$ cat src/rtl/alu_result_sel_pipe.sv
// Registered ALU result selector with a 2-entry skid buffer and valid/ready handshakes.
// Optional zero/negative result flags are enabled with macro ALU_RESULT_SEL_FLAGS_EN.
module alu_result_sel_pipe #(
  parameter  int WIDTH  = 32,
  parameter  int NUM_IN = 8,
  localparam int SEL_W  = (NUM_IN > 1) ? $clog2(NUM_IN) : 1
) (
  input  logic                    clk,
  input  logic                    rst_n,
  input  logic [NUM_IN*WIDTH-1:0] in_bus,
  input  logic [SEL_W-1:0]        sel,
  input  logic                    in_valid,
  output logic                    in_ready,
  output logic [WIDTH-1:0]        out_data,
  output logic                    out_sel_err,
  output logic                    out_valid,
  input  logic                    out_ready
`ifdef ALU_RESULT_SEL_FLAGS_EN
  ,
  output logic                    out_zero,
  output logic                    out_neg
`endif
);

`ifdef ALU_RESULT_SEL_FLAGS_EN
  localparam int PW = WIDTH + 3;
`else
  localparam int PW = WIDTH + 1;
`endif

  typedef enum logic [1:0] {
    S_EMPTY = 2'd0,
    S_ONE   = 2'd1,
    S_FULL  = 2'd2
  } state_t;

  state_t          r_state;
  state_t          w_state_nxt;
  logic            r_in_ready;
  logic            r_out_valid;
  logic [PW-1:0]   r_main_pl;
  logic [PW-1:0]   r_skid_pl;
  logic [PW-1:0]   w_new_pl;
  logic [WIDTH-1:0] w_sel_data;
  logic            w_hit;
  logic            w_accept;
  logic            w_pop;
  logic            w_load_main;
  logic            w_load_skid;
  logic            w_main_from_skid;

  assign w_accept = in_valid & r_in_ready;
  assign w_pop    = r_out_valid & out_ready;

  // An unmatched select (only reachable when NUM_IN is not a power of 2) yields zero data and no hit.
  always_comb begin
    w_sel_data = '0;
    w_hit      = 1'b0;
    for (int i = 0; i < NUM_IN; i++) begin
      w_hit      = w_hit | (sel == SEL_W'(i));
      w_sel_data = w_sel_data | ({WIDTH{sel == SEL_W'(i)}} & in_bus[i*WIDTH +: WIDTH]);
    end
  end

`ifdef ALU_RESULT_SEL_FLAGS_EN
  assign w_new_pl = {w_sel_data[WIDTH-1], (w_sel_data == '0), ~w_hit, w_sel_data};
`else
  assign w_new_pl = {~w_hit, w_sel_data};
`endif

  // Next-state and storage-steering decode.
  always_comb begin
    w_state_nxt      = r_state;
    w_load_main      = 1'b0;
    w_load_skid      = 1'b0;
    w_main_from_skid = 1'b0;
    case (r_state)
      S_EMPTY: begin
        if (w_accept) begin
          w_state_nxt = S_ONE;
          w_load_main = 1'b1;
        end else begin
          w_state_nxt = S_EMPTY;
        end
      end
      S_ONE: begin
        if (w_accept && w_pop) begin
          w_state_nxt = S_ONE;
          w_load_main = 1'b1;
        end else if (w_accept) begin
          w_state_nxt = S_FULL;
          w_load_skid = 1'b1;
        end else if (w_pop) begin
          w_state_nxt = S_EMPTY;
        end else begin
          w_state_nxt = S_ONE;
        end
      end
      S_FULL: begin
        if (w_pop) begin
          w_state_nxt      = S_ONE;
          w_main_from_skid = 1'b1;
        end else begin
          w_state_nxt = S_FULL;
        end
      end
      default: begin
        w_state_nxt = S_EMPTY;
      end
    endcase
  end

  // State, registered ready and valid.
  always_ff @(posedge clk) begin
    if (!rst_n) begin
      r_state     <= S_EMPTY;
      r_in_ready  <= 1'b0;
      r_out_valid <= 1'b0;
    end else begin
      r_state     <= w_state_nxt;
      r_in_ready  <= (w_state_nxt != S_FULL);
      r_out_valid <= (w_state_nxt != S_EMPTY);
    end
  end

  // Payload registers load only on accept or skid-to-main move.
  always_ff @(posedge clk) begin
    if (!rst_n) begin
      r_main_pl <= '0;
      r_skid_pl <= '0;
    end else begin
      if (w_load_main) begin
        r_main_pl <= w_new_pl;
      end else if (w_main_from_skid) begin
        r_main_pl <= r_skid_pl;
      end
      if (w_load_skid) begin
        r_skid_pl <= w_new_pl;
      end
    end
  end

  assign in_ready    = r_in_ready;
  assign out_valid   = r_out_valid;
  assign out_data    = r_main_pl[WIDTH-1:0];
  assign out_sel_err = r_main_pl[WIDTH];
`ifdef ALU_RESULT_SEL_FLAGS_EN
  assign out_zero    = r_main_pl[WIDTH+1];
  assign out_neg     = r_main_pl[WIDTH+2];
`endif

endmodule

$ cat config.mk
export PLATFORM = sky130hd
export DESIGN_NAME = alu_result_sel_pipe
export DESIGN_NICKNAME = d
export VERILOG_FILES = /design/src/rtl/alu_result_sel_pipe.sv
export SDC_FILE = /design/constraint.sdc
export NUM_CORES = 1
export LEC_CHECK = 0
export CAP_MARGIN = 20
export CORE_AREA = 3 3 114 116
export CTS_CLUSTER_DIAMETER = 120
export DETAILED_ROUTE_END_ITERATION = 7
export DIE_AREA = 0 0 117 119
export DONT_BUFFER_PORTS = 1
export SLEW_MARGIN = 15
export SYNTH_ARGS = -nofsm -noshare
export SYNTH_HDL_FRONTEND = slang
export SYNTH_SLANG_ARGS = --single-unit
$ cat constraint.sdc
create_clock -name clk -period 3.9 [get_ports clk]
set_input_delay 0.39 -clock clk [delete_from_list [all_inputs] [get_ports clk]]
set_output_delay 0.39 -clock clk [all_outputs]
set_load 0.01 [all_outputs]
==> flow_summary_export.csv, run 1 <==
group,metric,value,unit
finish,drive_gt1_share,23.1,%
routing,drt_pre_antenna_iters,4,
sta,worst_pin_slew,0.875,ns
critical_path,worst-endpoint-arrival,2.25,ns
sta,final-hold-violation-count,0,
critical_path,worstSetupPathType,"reg -> reg",
run_status,run_status,"completed",
finish,nFillCells,1142,
critical_path,critical-path-slowest-cell,"sky130_fd_sc_hd__nand4b_2",
critical_path,timing.rr.end,"r_main_pl[19]",
routing,routed_wirelength,14.6,mm
pwr,comb_power_share,15.9,%
sta,number_of_max_slew_violations_in_the_final_report,0,
pwr,ir_drop,0.218,mV
yosys,syn-num-nets,709,
yosys,yosys_register_bits,70,
grt,grt_antenna_before_repair,0,
critical_path,end_of_the_critical_path,"r_main_pl[19]",
floorplan,placement_rows,40,
pwr,p_total,2.05,mW
critical_path,cp_num_cells,5,
yosys,synth_area_leaders,"sky130_fd_sc_hd__dfxtp_1 29%, sky130_fd_sc_hd__mux4_2 22%, sky130_fd_sc_hd__mux2i_1 6.3%, sky130_fd_sc_hd__a21oi_1 5.6%, sky130_fd_sc_hd__o21ai_0 5.4%",
sta,setup_repair_after_global_routing_missed_its_margin,"no",
grt,first_global_vias,3797,
sta,setup-tns-final,0,ns
clock_network,clock_tree_from_tritoncts,"yes",
placement,io_buffer_count,0,
floorplan,die_w,117,um
sta,achievable-frequency,484,MHz
placement,gp_congestion,0.847,
critical_path,timing.critical_path.to_type,"register",
clock_network,cts.sink_count,70,
routing,detail-route-antenna-nets,0,
critical_path,worstSetupStartpointType,"register",
yosys,netlist_area,0.00475,sq mm
finish,area.growth.synth_to_final,5.48,%
grt,grt_max_degree,72,
routing,wire_per_inst,26.2,um
pwr,intPower,1.54,mW
yosys,synthesis.instances,444,
critical_path,regToRegSetupSlack,1.83,ns
pwr,cellLeakagePower,1.83,nW
clock_network,ctsRootBufferMaster,"sky130_fd_sc_hd__clkbuf_16",
grt,globalRouteTotalUtil,19.9,%
pwr,total_switching_power,0.507,mW
worst_hold_path,hold_path.class,"in -> reg",
yosys,yosys.area.top_type,"sky130_fd_sc_hd__dfxtp_1",
run,cap_viol_max_count,0,
pwr,sw_frac_of_total,24.8,%
yosys,synth.yosys.seq_area_share,29.5,%
yosys,postSynth.asyncResetShare,0,%
finish,final_net_count,672,
floorplan,dieArea,0.0139,sq mm
pwr,power_frac_clock,43.0,%
placement,hpwlAfterDp,10.8,mm
clock_network,clock_path_buffers,2,
critical_path,timing.critical_path.cells,"nand4b_2 -> buf_16 -> mux2_2 -> o21ai_0 -> a21oi_1",
clock_network,cts.repair.resized,0,
yosys,synth-main-ff-cell,"sky130_fd_sc_hd__dfxtp_1",
floorplan,pin_count,298,
pwr,seqPwrFrac,41.2,%
yosys,post_synth.cell_area_avg,10.7,sq um
grt,grt_pass1_wl,21.3,mm
critical_path,timing.critical_path.from,"r_state[1]",
yosys,synth_largest_type_area_fraction,29.5,%
critical_path,critical_path.max_fanout,17,
finish,insertedDiodeCount,0,
routing,detailroute.via_count,3729,
clock_network,cts.htree.levels,3,
sta,fin_crit_sh,53.0,%
clock_network,worstSkewPairLatency,0.33,ns
sta,final.min_clock_period,2.07,ns
clock_network,post_cts_buffers,0,
floorplan,initial_core_util,39.6,%
pwr,power.density_cell_area,408,mW/mm^2
critical_path,critical_path_required,4.08,ns
floorplan,die_h,119,um
critical_path,startpoint_of_the_most_critical_register_to_register_path,"r_state[1]",
sta,setup_viol,0,
critical_path,depth_of_the_worst_register_to_register_path,5,
worst_hold_path,hold_path_startpoint,"rst_n",
critical_path,timing.critical_path.max_delay_family,"simple AND/OR/NAND/NOR gates",
clock_network,postCtsHoldBufs,0,
sta,timing.slew.headroom,41.5,%
clock_network,clk_transition_reported_paths,0.06,ns
grt,globalRouteOverflowTotal,0,
routing,avgViaCountPerCell,6.67,
sta,fin_skew,0.00387,ns
routing,dr.first_iter.drc_count,274,
floorplan,core_area,0.0120,sq mm
routing,drc,0,
yosys,yosysWarnings,0,
critical_path,critical_path.max_stage_delay,0.56,ns
yosys,count_of_flip_flops_with_a_built_in_enable_after_synthesis,0,
critical_path,critical_path.n_buffers_inverters,1,
clock_network,cts_inserted_buffers,9,
yosys,synth.lib_cells_used.distinct,47,
power groups by stage:
stage / registers [mW] / clock network, mW / logic (mW)
after floorplan: 0.838 / 0 / 0.334
after global placement: 0.857 / 0 / 0.310
after detailed placement: 0.859 / 0 / 0.322
after CTS: 0.844 / 0.898 / 0.322
after global routing: 0.849 / 0.923 / 0.358
final: 0.842 / 0.879 / 0.325
worst min-delay path by stage:
stage | endpoint | slack (ns) | cells past startpoint
after floorplan | r_main_pl[0] | 0.45 | 2
after global placement | r_main_pl[6] | 0.45 | 2
after detailed placement | r_main_pl[7] | 0.46 | 2
after CTS | r_main_pl[31] | 0.18 | 1
after global routing | r_main_pl[31] | 0.19 | 1
final | r_main_pl[31] | 0.19 | 1
worst register-to-register path, stage by stage (launching register included):
cell and delay, ns:
sky130_fd_sc_hd__dfxtp_1 0.45, sky130_fd_sc_hd__nand4b_2 0.56, sky130_fd_sc_hd__buf_16 0.39, sky130_fd_sc_hd__mux2_2 0.28
sky130_fd_sc_hd__o21ai_0 0.18, sky130_fd_sc_hd__a21oi_1 0.06
state kept, by name, indices dropped and copies added, names as in the netlist:
register   cells
out_valid      1
in_ready       1
r_main_pl     33
r_skid_pl     33
r_state        2
cells in the mapped netlist (2+ instances only):
cell type,count
sky130_fd_sc_hd__o21ai_0,51
sky130_fd_sc_hd__a21o_1,4
sky130_fd_sc_hd__clkbuf_1,13
sky130_fd_sc_hd__a221oi_1,12
sky130_fd_sc_hd__mux4_1,4
sky130_fd_sc_hd__nand3_1,5
sky130_fd_sc_hd__nand2_1,24
sky130_fd_sc_hd__mux4_2,47
sky130_fd_sc_hd__buf_4,10
sky130_fd_sc_hd__mux2_2,22
sky130_fd_sc_hd__mux2i_1,30
sky130_fd_sc_hd__nand3b_1,5
sky130_fd_sc_hd__buf_2,20
sky130_fd_sc_hd__o21ai_1,5
sky130_fd_sc_hd__a211oi_1,2
sky130_fd_sc_hd__ha_1,2
sky130_fd_sc_hd__inv_1,4
sky130_fd_sc_hd__nor2_1,2
sky130_fd_sc_hd__buf_6,5
sky130_fd_sc_hd__and2_1,5
sky130_fd_sc_hd__o2bb2ai_1,4
sky130_fd_sc_hd__a31oi_1,11
sky130_fd_sc_hd__a221oi_2,3
sky130_fd_sc_hd__a22oi_1,2
sky130_fd_sc_hd__a221o_1,6
sky130_fd_sc_hd__and4b_1,2
sky130_fd_sc_hd__a21oi_1,53
sky130_fd_sc_hd__dfxtp_1,70
sky130_fd_sc_hd__nor2b_1,3
layout make-up:
cell class | instances | area [sq um] | area share [%]
Clock inverter | 4 | 70.1 | 1.40
Inverter | 5 | 18.8 | 0.374
Multi-Input combinational cell | 319 | 3040 | 60.6
Timing Repair Buffer | 2 | 55.1 | 1.10
Tap cell | 147 | 184 | 3.67
Clock buffer | 12 | 246 | 4.92
Sequential cell | 70 | 1400 | 28.0
cell usage in the layout (no fill, tap or decap), types with 3 or more instances in the layout:
master,n
sky130_fd_sc_hd__dfxtp_1,70
sky130_fd_sc_hd__nand2_1,24
sky130_fd_sc_hd__mux2i_1,30
sky130_fd_sc_hd__a221oi_2,3
sky130_fd_sc_hd__mux2_2,22
sky130_fd_sc_hd__clkbuf_16,9
sky130_fd_sc_hd__mux4_2,47
sky130_fd_sc_hd__mux4_1,4
sky130_fd_sc_hd__and2_1,4
sky130_fd_sc_hd__nand3b_1,5
sky130_fd_sc_hd__a221oi_1,12
sky130_fd_sc_hd__o21ai_1,5
sky130_fd_sc_hd__o21ai_0,51
sky130_fd_sc_hd__a221o_1,6
sky130_fd_sc_hd__a21o_1,4
sky130_fd_sc_hd__nor2b_1,3
sky130_fd_sc_hd__a21oi_1,53
sky130_fd_sc_hd__o2bb2ai_1,4
sky130_fd_sc_hd__a31oi_1,11
sky130_fd_sc_hd__inv_1,4
sky130_fd_sc_hd__nand3_1,5
kinds of logic after synthesis:
kind of cell | share of synthesized area [%]
AOI/OAI and AO/OA | 20.8
buffers and inverters | 6.82
DFF | 29.5
muxes | 36.3
and+or+nand+nor | 6.03
adders and majority gates | 0.526
per-layer routing:
metal / vias up / GRT usage [%] / wire, um
li1: 1684 / - / -
met1: 1816 / 24.0 / 5680
met2: 213 / 34.0 / 7450
met3: 16 / 6.40 / 1330
met4: 0 / 5.30 / 191
met5: - / 0 / 0
metrics by stage:
| step | cells | hold slack (ns) | utilization (%) | setup slack (ns) | instance area (sq um) |
|---|---|---|---|---|---|
| global route | 559 | 0.186 | 41.7 | 1.63 | 5010 |
| CTS | 558 | 0.181 | 41.4 | 1.55 | 4980 |
| detailed placement | 542 | 0.461 | 38.8 | 1.56 | 4660 |
| floorplan | 444 | 0.446 | - | 2.27 | 4750 |
| finish | 559 | 0.194 | 41.7 | 1.83 | 5010 |
| global placement | 541 | 0.450 | 38.6 | 1.56 | 4630 |
No activity file was read; power rests on OpenSTA's default activity.
==> inputs of run 2 (changes only) <==
Clock period 3.9 ns to 1.78 ns, I/O delays scaled along.
==> flow_summary_export.csv, run 2 (synthesis gave the netlist of run 1 again) <==
group,metric,value,unit
run_status,run_status,"completed",
routing,detail-route-antenna-nets,0,
pwr,seqPwrFrac,40.4,%
worst_hold_path,hold_path.class,"in -> reg",
sta,post-route-worst-setup-slack,0.185,ns
critical_path,worst-endpoint-arrival,1.77,ns
routing,drt_pre_antenna_iters,4,
floorplan,pin_count,298,
pwr,comb_power_share,17.1,%
pwr,power_frac_clock,42.5,%
finish,drive_gt1_share,25.1,%
routing,dr.first_iter.drc_count,293,
placement,dpl-instance-area,0.00475,sq mm
sta,achievable-frequency,627,MHz
floorplan,die_h,119,um
clock_network,worstSkewPairLatency,0.32,ns
critical_path,timing.critical_path.max_delay_family,"compound AO/OA/AOI/OAI gates",
sta,final.min_clock_period,1.60,ns
pwr,ir_drop,0.364,mV
critical_path,regToRegSetupSlack,0.18,ns
grt,grt_antenna_before_repair,3,
worst_hold_path,hold_path_startpoint,"rst_n",
floorplan,initial_core_util,39.6,%
sta,timing.slew.headroom,48.5,%
finish,commonest_cells_after_routing_fill_and_taps_aside,"70 x sky130_fd_sc_hd__dfxtp_1, 53 x sky130_fd_sc_hd__a21oi_1, 51 x sky130_fd_sc_hd__o21ai_0",
finish,layout_top_registers,"r_main_pl x33, r_skid_pl x33, r_state x2",
critical_path,critical_path.n_buffers_inverters,2,
grt,grt_max_degree,72,
placement,post-place-ws,0.0840,ns
routing,routed_wirelength,15.5,mm
critical_path,timing.critical_path.to_type,"register",
worst_hold_path,worst_hold_endpoint,"r_main_pl[28]",
pwr,cellLeakagePower,1.90,nW
clock_network,cts_inserted_buffers,9,
grt,grt_pass1_wl,22.5,mm
worst_hold_path,hold_path_depth,2,
critical_path,depth_of_the_worst_register_to_register_path,7,
routing,detailroute.via_count,3873,
finish,leading_cell_type_in_the_layout_fill_and_taps_excluded,"sky130_fd_sc_hd__dfxtp_1",
sta,final-hold-violation-count,0,
sta,fin_skew,0.00629,ns
routing,wire_per_inst,27.1,um
finish,combined_area_of_the_multi_input_logic_cells,0.00303,sq mm
finish,final_net_count,687,
finish,nFillCells,1145,
pwr,power.density_cell_area,886,mW/mm^2
sta,worst_pin_slew,0.770,ns
clock_network,clock_path_buffers,2,
finish,area.growth.synth_to_final,8.19,%
grt,globalRouteOverflowTotal,0,
placement,io_buffer_count,0,
placement,hpwlAfterDp,11.2,mm
critical_path,worstSetupPathType,"reg -> reg",
clock_network,cts.sink_count,70,
critical_path,critical-path-slowest-cell,"sky130_fd_sc_hd__dfxtp_1",
critical_path,startpoint_of_the_most_critical_register_to_register_path,"out_valid",
grt,first_global_vias,3911,
clock_network,post_cts_buffers,0,
clock_network,clk_transition_reported_paths,0.06,ns
finish,insertedDiodeCount,0,
pwr,sw_frac_of_total,25.2,%
sta,hold-worst-slack,0.0113,ns
critical_path,critical_path.max_fanout,27,
sta,number_of_max_slew_violations_in_the_final_report,0,
routing,avgViaCountPerCell,6.76,
pwr,p_total,4.56,mW
floorplan,placement_rows,40,
pwr,intPower,3.41,mW
finish,regArea,0.00140,sq mm
clock_network,cts.htree.levels,3,
grt,globalRouteTotalUtil,21.2,%
routing,drc,0,
floorplan,core_area,0.0120,sq mm
sta,setup-tns-final,0,ns
placement,gp_congestion,0.827,
clock_network,clock_tree_from_tritoncts,"yes",
critical_path,timing.critical_path.from,"out_valid",
critical_path,worstSetupStartpointType,"register",
critical_path,critical_path.max_stage_delay,0.34,ns
critical_path,timing.critical_path.cells,"nand2_1 -> inv_1 -> ha_1 -> a22o_2 -> buf_12 -> a21oi_1 -> a221oi_2",
floorplan,dieArea,0.0139,sq mm
critical_path,critical_path_required,1.96,ns
pwr,total_switching_power,1.15,mW
placement,dp_cells,553,
sta,fin_crit_sh,89.6,%
sta,setup_viol,0,
run,cap_viol_max_count,0,
finish,utilization,42.8,%
finish,post-route-cell-area,0.00514,sq mm
floorplan,die_w,117,um
critical_path,timing.rr.end,"r_main_pl[6]",
clock_network,ctsRootBufferMaster,"sky130_fd_sc_hd__clkbuf_16",
sta,setup_repair_after_global_routing_missed_its_margin,"no",
finish,stdcell_count,573,
-- run 2: changes by cell type in the layout (fill, tap and decap cells not counted), moves of 2 or more --
cell / delta
sky130_fd_sc_hd__buf_12: +4
sky130_fd_sc_hd__buf_16: -2
sky130_fd_sc_hd__dlygate4sd3_1: +4
sky130_fd_sc_hd__clkbuf_1: -2
sky130_fd_sc_hd__buf_4: +9
-- run 2: worst max-delay path by stage --
stage                    end  cells past startpoint  slack [ns]
6_report        r_main_pl[6]                      7        0.18
3_5_place_dp    r_main_pl[5]                      7        0.08
2_1_floorplan  r_main_pl[10]                      6        0.24
4_1_cts         r_main_pl[2]                      7        0.08
5_1_grt         r_main_pl[5]                      7        0.01
3_3_place_gp    r_main_pl[4]                      7        0.21
-- run 2: final cells by class --
cell class | count | share of cell area, %
clock inverters | 5 | 1.58
repair buffers | 17 | 3.65
flip-flops and latches | 70 | 27.3
inverters | 5 | 0.365
clock buffers | 10 | 4.65
well taps | 147 | 3.58
multi-input cells | 319 | 58.9
-- run 2: power groups by stage --
stage | clock network [mW] | registers (mW) | logic [mW]
6_report | 1.94 | 1.84 | 0.779
5_1_grt | 2.04 | 1.86 | 0.860
4_1_cts | 1.98 | 1.84 | 0.775
3_5_place_dp | 0 | 1.88 | 0.740
3_3_place_gp | 0 | 1.87 | 0.717
2_1_floorplan | 0 | 1.84 | 0.731
-- run 2: what timing repair did --
item	in CTS	in global routing
endpoints found under the setup margin	0	13
endpoints found under the hold margin	34	0
hold buffers	5	0
resized for setup	0	3
-- run 2: metal layers --
metal,global-route usage [%],vias up,part of all wire (%)
li1,-,1712,-
met1,26.8,1895,39
met2,35.7,241,50
met3,5.79,19,9.3
met4,5.38,6,1.3
met5,0,-,0.25
==> inputs of run 3 (changes only) <==
Settings changed: REMOVE_ABC_BUFFERS set to 1.
==> flow_summary_export.csv, run 3 (synthesis gave the netlist of run 1 again) <==
group,metric,value,unit
run_status,run_status,"completed",
finish,layout_top_registers,"r_main_pl x33, r_skid_pl x33, r_state x2",
critical_path,critical_path.max_stage_delay,0.38,ns
sta,setup_viol,0,
critical_path,worstSetupStartpointType,"register",
sta,timing.slew.headroom,59.1,%
clock_network,clock_tree_from_tritoncts,"yes",
floorplan,die_w,117,um
routing,avgViaCountPerCell,6.50,
grt,grt_max_degree,72,
critical_path,critical_path_required,1.98,ns
placement,dpl-instance-area,0.00472,sq mm
clock_network,ctsRootBufferMaster,"sky130_fd_sc_hd__clkbuf_16",
finish,insertedDiodeCount,0,
routing,drc,0,
clock_network,worstSkewPairLatency,0.33,ns
finish,leading_cell_type_in_the_layout_fill_and_taps_excluded,"sky130_fd_sc_hd__dfxtp_1",
grt,first_global_vias,3917,
pwr,power.density_cell_area,840,mW/mm^2
grt,globalRouteTotalUtil,18.6,%
critical_path,worstSetupPathType,"reg -> reg",
grt,globalRouteOverflowTotal,0,
finish,area.growth.synth_to_final,6.08,%
sta,fin_skew,0.00832,ns
pwr,sw_frac_of_total,25.1,%
pwr,comb_power_share,17.7,%
placement,gp_congestion,0.796,
worst_hold_path,hold_path.class,"in -> reg",
routing,wire_per_inst,24.1,um
routing,wl_met3,1.40,mm
floorplan,dieArea,0.0139,sq mm
pwr,seqPwrFrac,43.3,%
sta,setup-tns-final,0,ns
floorplan,initial_core_util,39.6,%
sta,number_of_max_slew_violations_in_the_final_report,0,
clock_network,cts.htree.levels,3,
clock_network,clk_transition_reported_paths,0.05,ns
critical_path,timing.critical_path.from,"out_valid",
critical_path,critical-path-slowest-cell,"sky130_fd_sc_hd__dfxtp_1",
routing,detail-route-antenna-nets,0,
pwr,power_frac_clock,39.0,%
pwr,intPower,3.17,mW
routing,route.layer.met1.wl,5.06,mm
sta,setup_repair_after_global_routing_missed_its_margin,"no",
finish,drive_gt1_share,24.1,%
placement,io_buffer_count,0,
critical_path,worst-endpoint-arrival,1.85,ns
sta,achievable-frequency,607,MHz
finish,post-route-cell-area,0.00504,sq mm
pwr,cellLeakagePower,1.85,nW
sta,worst_pin_slew,0.612,ns
clock_network,post_cts_buffers,0,
pwr,p_total,4.23,mW
routing,detailroute.via_count,3680,
grt,grt_pass1_wl,20.2,mm
floorplan,placement_rows,40,
critical_path,timing.critical_path.to_type,"register",
clock_network,cts.sink_count,70,
routing,met2RoutedLength,6.93,mm
routing,routed_wirelength,13.6,mm
placement,hpwlAfterDp,9.68,mm
finish,final_net_count,681,
grt,grt_antenna_before_repair,1,
sta,fin_crit_sh,92.5,%
clock_network,cts_inserted_buffers,9,
critical_path,startpoint_of_the_most_critical_register_to_register_path,"out_valid",
floorplan,core_area,0.0120,sq mm
sta,final-hold-violation-count,0,
clock_network,clock_path_buffers,2,
worst_hold_path,hold_path_startpoint,"rst_n",
run,cap_viol_max_count,0,
pwr,total_switching_power,1.06,mW
pwr,ir_drop,0.366,mV
floorplan,pin_count,298,
routing,highest_layer,"met5",
floorplan,die_h,119,um
critical_path,timing.critical_path.cells,"nand2_1 -> ha_1 -> and2_2 -> buf_4 -> o21ai_0 -> a21oi_1",
critical_path,critical_path.max_fanout,30,
sta,final.min_clock_period,1.65,ns
routing,dr.first_iter.drc_count,185,
finish,commonest_cells_after_routing_fill_and_taps_aside,"70 x sky130_fd_sc_hd__dfxtp_1, 53 x sky130_fd_sc_hd__a21oi_1, 51 x sky130_fd_sc_hd__o21ai_0",
routing,drt_pre_antenna_iters,4,
[run 3: changes by cell type in the layout (fill, tap and decap cells not counted), sizes merged]
cell | previous run | this run
clkbuf | 10 | 13
dlygate4sd3 | 4 | 2
inv | 6 | 5
buf | 13 | 9
clkinvlp | 1 | 0
bufinv | 2 | 0
[run 3: stage by stage]
stage,hold slack [ns],cells,setup WS [ns],util (%)
detailed placement,0.326,549,0.0914,39.3
global placement,0.323,549,0.226,39.3
CTS,0.00177,566,0.0842,41.9
floorplan,0.309,394,-0.520,-
global route,0.00214,566,0.00801,42.0
finish,0.00760,566,0.133,42.0
[run 3: layout make-up]
class	count	area, sq um
fillers	1131	6970
clock buffers	13	270
multi-input cells	319	3030
flip-flops and latches	70	1400
well taps	147	184
clock inverters	1	5.00
inverters	5	18.8
repair buffers	11	133
[run 3: per-layer routing]
metal | global-route usage, % | up-vias
li1 | - | 1706
met4 | 5.66 | 2
met2 | 32.5 | 201
met5 | 0 | -
met3 | 6.05 | 20
met1 | 21.3 | 1751
[run 3: final timing paths]
path	slack (ns)	to	depth (start not counted)
setup reg to reg	0.13	r_skid_pl[2]	6
hold reg to reg	0.47	r_main_pl[9]	2
setup / recovery	0.13	r_skid_pl[2]	6
hold / removal	0.008	r_skid_pl[16]	2
[run 3: repair_timing]
item | in CTS | in global routing
endpoints found under the hold margin | 34 | 0
setup endpoints to repair | 0 | 13
gates resized for setup | 0 | 2
hold buffers | 3 | 0
[run 3: worst max-delay path, delay by kind of cell, from the launching register on]
| kind | cells | cell delay, ns |
|---|---|---|
| AOI/OAI and AO/OA | 2 | 0.35 |
| adders and majority gates | 1 | 0.22 |
| buffers and inverters | 1 | 0.24 |
| DFF | 1 | 0.38 |
| and+or+nand+nor | 2 | 0.33 |
[run 3: power groups by stage]
| stage | Clock (mW) | Combinational, mW | Sequential [mW] |
|---|---|---|---|
| after global placement | 0 | 0.698 | 1.87 |
| final | 1.65 | 0.748 | 1.84 |
| after CTS | 1.70 | 0.751 | 1.84 |
| after floorplan | 0 | 0.597 | 1.84 |
| after detailed placement | 0 | 0.721 | 1.87 |
| after global routing | 1.77 | 0.834 | 1.85 |
